--- src/rtl/seg_pkg.sv ---
// Shared types and constants for the seven-segment scan controller.
// Anodes are active-low, so an unlit digit drives its anode bit to AN_OFF.
package seg_pkg;

  typedef enum logic [1:0] {
    IDLE  = 2'd0,
    BLANK = 2'd1,
    SHOW  = 2'd2
  } state_t;

  localparam int   NIBBLE_W = 4;
  localparam logic AN_OFF   = 1'b1;

endpackage

--- src/rtl/seg_slot_timer.sv ---
// Per-slot cycle counter: counts 0..REFRESH_DIV-1 and flags the last blank
// cycle and the last cycle of the slot.
module seg_slot_timer #(
  parameter int REFRESH_DIV  = 50000,
  parameter int BLANK_CYCLES = 500,
  localparam int TW          = $clog2(REFRESH_DIV)
) (
  input  logic          clk,
  input  logic          rst_n,
  input  logic          clear,
  output logic [TW-1:0] count,
  output logic          blank_end,
  output logic          slot_end
);

  localparam logic [TW-1:0] BLANK_LAST = TW'(BLANK_CYCLES - 1);
  localparam logic [TW-1:0] SLOT_LAST  = TW'(REFRESH_DIV - 1);

  logic [TW-1:0] count_reg;

  always_ff @(posedge clk) begin
    if (!rst_n || clear) begin
      count_reg <= '0;
    end else if (count_reg == SLOT_LAST) begin
      count_reg <= '0;
    end else begin
      count_reg <= count_reg + 1'b1;
    end
  end

  assign count     = count_reg;
  assign blank_end = (count_reg == BLANK_LAST);
  assign slot_end  = (count_reg == SLOT_LAST);

endmodule

--- src/rtl/seg_scan_ctrl.sv ---
// Time-multiplexed scan controller for DIGITS common-anode digits sharing one
// nibble-to-segment decoder, with inter-digit blanking and tear-free updates.
module seg_scan_ctrl
  import seg_pkg::*;
#(
  parameter int DIGITS       = 4,
  parameter int REFRESH_DIV  = 50000,
  parameter int BLANK_CYCLES = 500
) (
  input  logic                         CLK,
  input  logic                         RST_N,
  input  logic                         EN,
  input  logic                         LOAD,
  input  logic [NIBBLE_W*DIGITS-1:0]   DATA_IN,
  input  logic [DIGITS-1:0]            DP_IN,
  input  logic                         LZ_EN,
  output logic                         N3,
  output logic                         N2,
  output logic                         N1,
  output logic                         N0,
  output logic [DIGITS-1:0]            AN,
  output logic                         DP,
  output logic                         BLANK,
  output logic                         FRAME_DONE
);

  localparam int IW = $clog2(DIGITS);
  localparam int TW = $clog2(REFRESH_DIV);
  localparam int DW = NIBBLE_W * DIGITS;

  localparam logic [IW-1:0] LAST_IDX = IW'(DIGITS - 1);
  localparam logic [TW-1:0] PRE_TERM = TW'(REFRESH_DIV - 2);

  state_t        state_reg, state_next;
  logic [IW-1:0] idx_reg, idx_next;

  logic [DW-1:0]     act_data_reg, act_data_next;
  logic [DIGITS-1:0] act_dp_reg, act_dp_next;
  logic [DW-1:0]     shd_data_reg, shd_data_next;
  logic [DIGITS-1:0] shd_dp_reg, shd_dp_next;
  logic              pending_reg, pending_next;

  logic [NIBBLE_W-1:0] n_reg, n_next;
  logic [DIGITS-1:0]   an_reg, an_next;
  logic                dp_reg, dp_next;
  logic                blank_reg, blank_next;
  logic                fd_reg, fd_next;

  logic [TW-1:0] timer_count;
  logic          timer_clear, blank_end, slot_end;
  logic          frame_done_now, commit_now;

  // Timer is held at zero while dark so the first slot always starts from 0.
  assign timer_clear = !EN || (state_reg == seg_pkg::IDLE);

  seg_slot_timer #(
    .REFRESH_DIV (REFRESH_DIV),
    .BLANK_CYCLES(BLANK_CYCLES)
  ) u_slot_timer (
    .clk      (CLK),
    .rst_n    (RST_N),
    .clear    (timer_clear),
    .count    (timer_count),
    .blank_end(blank_end),
    .slot_end (slot_end)
  );

  assign frame_done_now = EN && (state_reg == seg_pkg::SHOW) && slot_end
                          && (idx_reg == LAST_IDX);
  assign commit_now     = EN && ((state_reg == seg_pkg::IDLE) || frame_done_now);

  always_comb begin
    state_next = state_reg;
    idx_next   = idx_reg;
    if (!EN) begin
      state_next = seg_pkg::IDLE;
      idx_next   = '0;
    end else begin
      unique case (state_reg)
        seg_pkg::IDLE: begin
          state_next = seg_pkg::BLANK;
          idx_next   = '0;
        end
        seg_pkg::BLANK: begin
          if (blank_end) state_next = seg_pkg::SHOW;
        end
        seg_pkg::SHOW: begin
          if (slot_end) begin
            state_next = seg_pkg::BLANK;
            idx_next   = (idx_reg == LAST_IDX) ? '0 : idx_reg + 1'b1;
          end
        end
        default: begin
          state_next = seg_pkg::IDLE;
          idx_next   = '0;
        end
      endcase
    end
  end

  // A LOAD landing on a commit point bypasses the shadow and goes live directly.
  always_comb begin
    act_data_next = act_data_reg;
    act_dp_next   = act_dp_reg;
    shd_data_next = shd_data_reg;
    shd_dp_next   = shd_dp_reg;
    pending_next  = pending_reg;
    if (LOAD) begin
      shd_data_next = DATA_IN;
      shd_dp_next   = DP_IN;
    end
    if (commit_now) begin
      if (LOAD) begin
        act_data_next = DATA_IN;
        act_dp_next   = DP_IN;
        pending_next  = 1'b0;
      end else if (pending_reg) begin
        act_data_next = shd_data_reg;
        act_dp_next   = shd_dp_reg;
        pending_next  = 1'b0;
      end
    end else if (LOAD) begin
      pending_next = 1'b1;
    end
  end

  logic [NIBBLE_W-1:0] nib_next [DIGITS];
  logic [DIGITS-1:0]   zero_next;
  logic [DIGITS-1:0]   upper_zero;

  // upper_zero[i]: nibbles i..DIGITS-1 are all zero (leading-zero candidate).
  for (genvar gi = 0; gi < DIGITS; gi++) begin : g_nib
    assign nib_next[gi]   = act_data_next[gi*NIBBLE_W +: NIBBLE_W];
    assign zero_next[gi]  = (nib_next[gi] == '0);
    assign upper_zero[gi] = &zero_next[DIGITS-1:gi];
  end

  logic suppress_next, lit_next;

  // Outputs are computed from next-state values so the registers line up
  // with the state they describe.
  always_comb begin
    suppress_next = LZ_EN && (idx_next != '0) && upper_zero[idx_next];
    lit_next      = (state_next == seg_pkg::SHOW) && !suppress_next;
    n_next        = (state_next == seg_pkg::IDLE) ? '0 : nib_next[idx_next];
    an_next       = lit_next ? ~(DIGITS'(1) << idx_next) : {DIGITS{AN_OFF}};
    dp_next       = lit_next && act_dp_next[idx_next];
    blank_next    = !lit_next;
    fd_next       = (state_next == seg_pkg::SHOW) && (idx_next == LAST_IDX)
                    && (timer_count == PRE_TERM);
  end

  always_ff @(posedge CLK) begin
    if (!RST_N) begin
      state_reg    <= seg_pkg::IDLE;
      idx_reg      <= '0;
      act_data_reg <= '0;
      act_dp_reg   <= '0;
      shd_data_reg <= '0;
      shd_dp_reg   <= '0;
      pending_reg  <= 1'b0;
      n_reg        <= '0;
      an_reg       <= {DIGITS{AN_OFF}};
      dp_reg       <= 1'b0;
      blank_reg    <= 1'b1;
      fd_reg       <= 1'b0;
    end else begin
      state_reg    <= state_next;
      idx_reg      <= idx_next;
      act_data_reg <= act_data_next;
      act_dp_reg   <= act_dp_next;
      shd_data_reg <= shd_data_next;
      shd_dp_reg   <= shd_dp_next;
      pending_reg  <= pending_next;
      n_reg        <= n_next;
      an_reg       <= an_next;
      dp_reg       <= dp_next;
      blank_reg    <= blank_next;
      fd_reg       <= fd_next;
    end
  end

  assign {N3, N2, N1, N0} = n_reg;
  assign AN               = an_reg;
  assign DP               = dp_reg;
  assign BLANK            = blank_reg;
  assign FRAME_DONE       = fd_reg;

endmodule

--- config.mk ---
export PLATFORM = sky130hd
export DESIGN_NAME = seg_scan_ctrl
export DESIGN_NICKNAME = d
export VERILOG_FILES = /design/src/rtl/seg_pkg.sv /design/src/rtl/seg_slot_timer.sv /design/src/rtl/seg_scan_ctrl.sv
export SDC_FILE = /design/constraint.sdc
export NUM_CORES = 1
export LEC_CHECK = 0
export ABC_AREA = 1
export BUFFER_PORTS_ARGS = -buffer_cell sky130_fd_sc_hd__clkbuf_2
export CAP_MARGIN = 20
export CORE_ASPECT_RATIO = 0.7
export CORE_MARGIN = 4
export CORE_UTILIZATION = 50
export CTS_BUF_LIST = sky130_fd_sc_hd__clkbuf_8 sky130_fd_sc_hd__clkbuf_16
export CTS_CLUSTER_DIAMETER = 150
export DETAILED_ROUTE_END_ITERATION = 7
export GPL_TIMING_DRIVEN = 0
export PLACE_DENSITY = 0.79
export SYNTH_ARGS = -nofsm -noshare
export SYNTH_HDL_FRONTEND = slang
export SYNTH_SLANG_ARGS = --single-unit
export TNS_END_PERCENT = 10
--- constraint.sdc ---
create_clock -name CLK -period 1.95 [get_ports CLK]
set_input_delay 0.2925 -clock CLK [delete_from_list [all_inputs] [get_ports CLK]]
set_output_delay 0.2925 -clock CLK [all_outputs]
set_load 0.005 [all_outputs]
==> reports/metrics.csv <==
stage,metric,value,unit
run_status,status,"complete, but fails checks",
run_status,violations,negative setup slack,
cts,cts_inserted_buffers,9,
route,antenna_left,0,
cts,ctsHoldBuffers,0,
route,via_per_inst,5.05,
synthesis,synth.avg_cell_area,6.74,sq um
floorplanning,die_x,108,um
final_layout,n_fill_cell,574,
cts,cts_tree,yes,
worst_setup_path,crit_fanout,7,
global_routing,grt_pass1_vias,3171,
final_layout,fin_util,65.3,%
synthesis,ys_top_cells_by_area,"dfxtp_1 41%, nand2_1 14%, inv_1 8.2%, nor2_1 7.6%, o21ai_0 5.0%",
timing,fin_crit,1.95,ns
final_layout,layout.nets,619,
timing,fin_ws,-0.00295,ns
global_routing,grt_pass1_wl,14.4,mm
timing,drv_slew,0,
timing,fin_crit_sh,100,%
timing,worstMarginPinSlew,0.535,ns
final_layout,fin_cells,686,
cts,htreeDepth,3,
synthesis,synth_flop_cell,dfxtp_1,
timing,grt_setup_unrepaired,yes,
final_layout,antenna_cells,0,
power,power.density,704,mW/mm^2
route,drcViolationCount,0,
final_layout,design_area,0.00443,sq mm
synthesis,synth_top_area_share,40.9,%
floorplanning,core.rowCount,25,
power,p_total,3120,uW
route,wl_per_cell,12.9,um
floorplanning,initial_core_util,51.9,%
global_routing,grt_use_total,21.3,%
worst_setup_path,worst_setup_path_start_kind,register,
global_routing,grt_start_max_net_pins,15,
place,io_buffer_count,34,
synthesis,ys_seq_elements,72,
global_routing,gr-total-overflow,0,
place,place_area,0.00381,sq mm
floorplanning,io_pins,36,
synthesis,synthTopCellsByCount,"136 x nand2_1, 77 x inv_1, 72 x dfxtp_1",
route,num_vias,3467,
final_layout,drive_gt1_share,26.2,%
power,irDropWorstVdd,0.438,mV
cts,clk_latency,0.35,ns
final_layout,area.growth.synth_to_final,25.7,%
floorplanning,coreArea,0.00679,sq mm
timing,setup_viol,1,
cts,cts_root_buffer,clkbuf_8,
worst_setup_path,arrival,2.21,ns
flow_run,drv_cap,0,
timing,final.setup_skew,0.00876,ns
worst_hold_path,worstHoldPathType,input port to register,
cts,cts_sinks,72,
synthesis,synth_nets,555,
synthesis,synth_edf_count,0,
synthesis,yosysMostFrequentCell,nand2_1,
timing,hold_viol_final,0,
place,gp_congestion,0.874,
synthesis,ys_seq_area_share,40.9,%
route,drt_wl_total,8.85,mm
place,place_inst,651,
route,dr.first_iter.drc_count,205,
synthesis,synth_top_cell_by_area,dfxtp_1,
timing,fmax,0.512,GHz
worst_setup_path,required,2.21,ns
synthesis,synth_cells,523,
synthesis,ys_types,33,
timing,maxSlewHeadroom,64.3,%
synthesis,synthArstFlopShare,0,%
route,firstDrtPassIters,5,
floorplanning,die_area,0.00848,sq mm
worst_setup_path,end_kind,register,
worst_setup_path,crit_type,register to register,
cts,clk_pin_slew,0.08,ns
global_routing,antenna_found_initial,0,
place,hpwl,5.83,mm
power,p_leak,0.00199,uW
floorplanning,dieHeight,78.2,um
synthesis,ys_warn_count,0,
cts,max-clock-path-buffers,2,
synthesis,synth_area,0.00352,sq mm
stage by stage:
step | hold slack (ns) | setup TNS (ns) | setup WS [ns]
global route | 0.186 | -0.616 | -0.104
floorplan | 0.409 | 0 | 0.126
detailed placement | 0.460 | -2.44 | -0.204
finish | 0.182 | -0.00295 | -0.00295
global placement | 0.444 | -1.79 | -0.140
CTS | 0.178 | -0.00686 | -0.00686
placed cells by master, fill, tap and decap left out, types with 4 or more instances in the layout:
| cell type | instances |
|---|---|
| nand2_1 | 118 |
| nor2_1 | 62 |
| nand2_4 | 4 |
| clkbuf_8 | 9 |
| o21ai_2 | 5 |
| o21ai_0 | 30 |
| dfxtp_2 | 9 |
| nor2_2 | 8 |
| clkbuf_2 | 37 |
| inv_2 | 6 |
| buf_4 | 19 |
| a211oi_1 | 11 |
| clkbuf_1 | 8 |
| nand3_1 | 23 |
| buf_6 | 6 |
| ha_1 | 4 |
| dfxtp_1 | 60 |
| inv_1 | 71 |
| a21oi_1 | 27 |
| nand2_2 | 17 |
| nor2_4 | 7 |
worst paths after layout:
check | start | end | slack, ns | cells after the start
setup / recovery | u_slot_timer.count[10] | DP | -0.003 | 15
hold / removal | DATA_IN[5] | shd_data_reg[5] | 0.18 | 3
setup reg to reg | u_slot_timer.count[10] | DP | -0.003 | 15
hold reg to reg | shd_data_reg[0] | shd_data_reg[0] | 0.47 | 2
kinds of logic after synthesis:
logic type	Yosys count	synth area share (%)
fa+ha+maj	7	2.48
xor+xnor	4	0.994
simple gates	258	31.5
flops	72	40.9
mux	1	0.284
compound gates	82	12.7
buf+inv	99	11.1
metal layers:
layer | global-route usage [%] | part of all wire (%) | vias to the layer above
met2 | 33.4 | 45 | 120
met3 | 4.85 | 7.1 | 13
met1 | 29.6 | 47 | 1577
met5 | 0 | 0 | -
li1 | - | - | 1757
met4 | 5.55 | 1.3 | 0
layout make-up:
type | instances | area [sq um] | area share (%)
Multi-Input combinational cell | 352 | 1910 | 43.0
Buffer | 18 | 113 | 2.54
Timing Repair Buffer | 53 | 317 | 7.14
Tap cell | 94 | 118 | 2.65
Clock inverter | 7 | 77.6 | 1.75
Inverter | 81 | 312 | 7.03
Clock buffer | 9 | 124 | 2.80
Sequential cell | 72 | 1460 | 33.0
critical path, stage by stage, from the launching register on:
cell and delay [ns]:
dfxtp_4 0.37, nor2_4 0.13, nand2_2 0.09, nor2_4 0.17, nand2_4 0.10, nand2_8 0.09, nand2_8 0.08, buf_6 0.15
nand2_1 0.09, nand2_2 0.09, nor2_2 0.11, nand2_1 0.07, nand2_2 0.07, nand3_4 0.11, nand2_2 0.09, nor2_1 0.04
timing repair:
| item | in CTS | in global routing |
|---|---|---|
| endpoints found under the hold margin | 0 | 0 |
| setup buffers | 11 | 7 |
| resized for setup | 40 | 57 |
| setup endpoints to repair | 20 | 13 |
| pin swaps | 14 | 19 |
| cloned | 1 | 0 |
power breakdown:
part | switching [uW] | internal (uW)
clock network | 604 | 604
logic | 236 | 137
registers | 25.2 | 1520
Power figures use the tool's default switching activity.
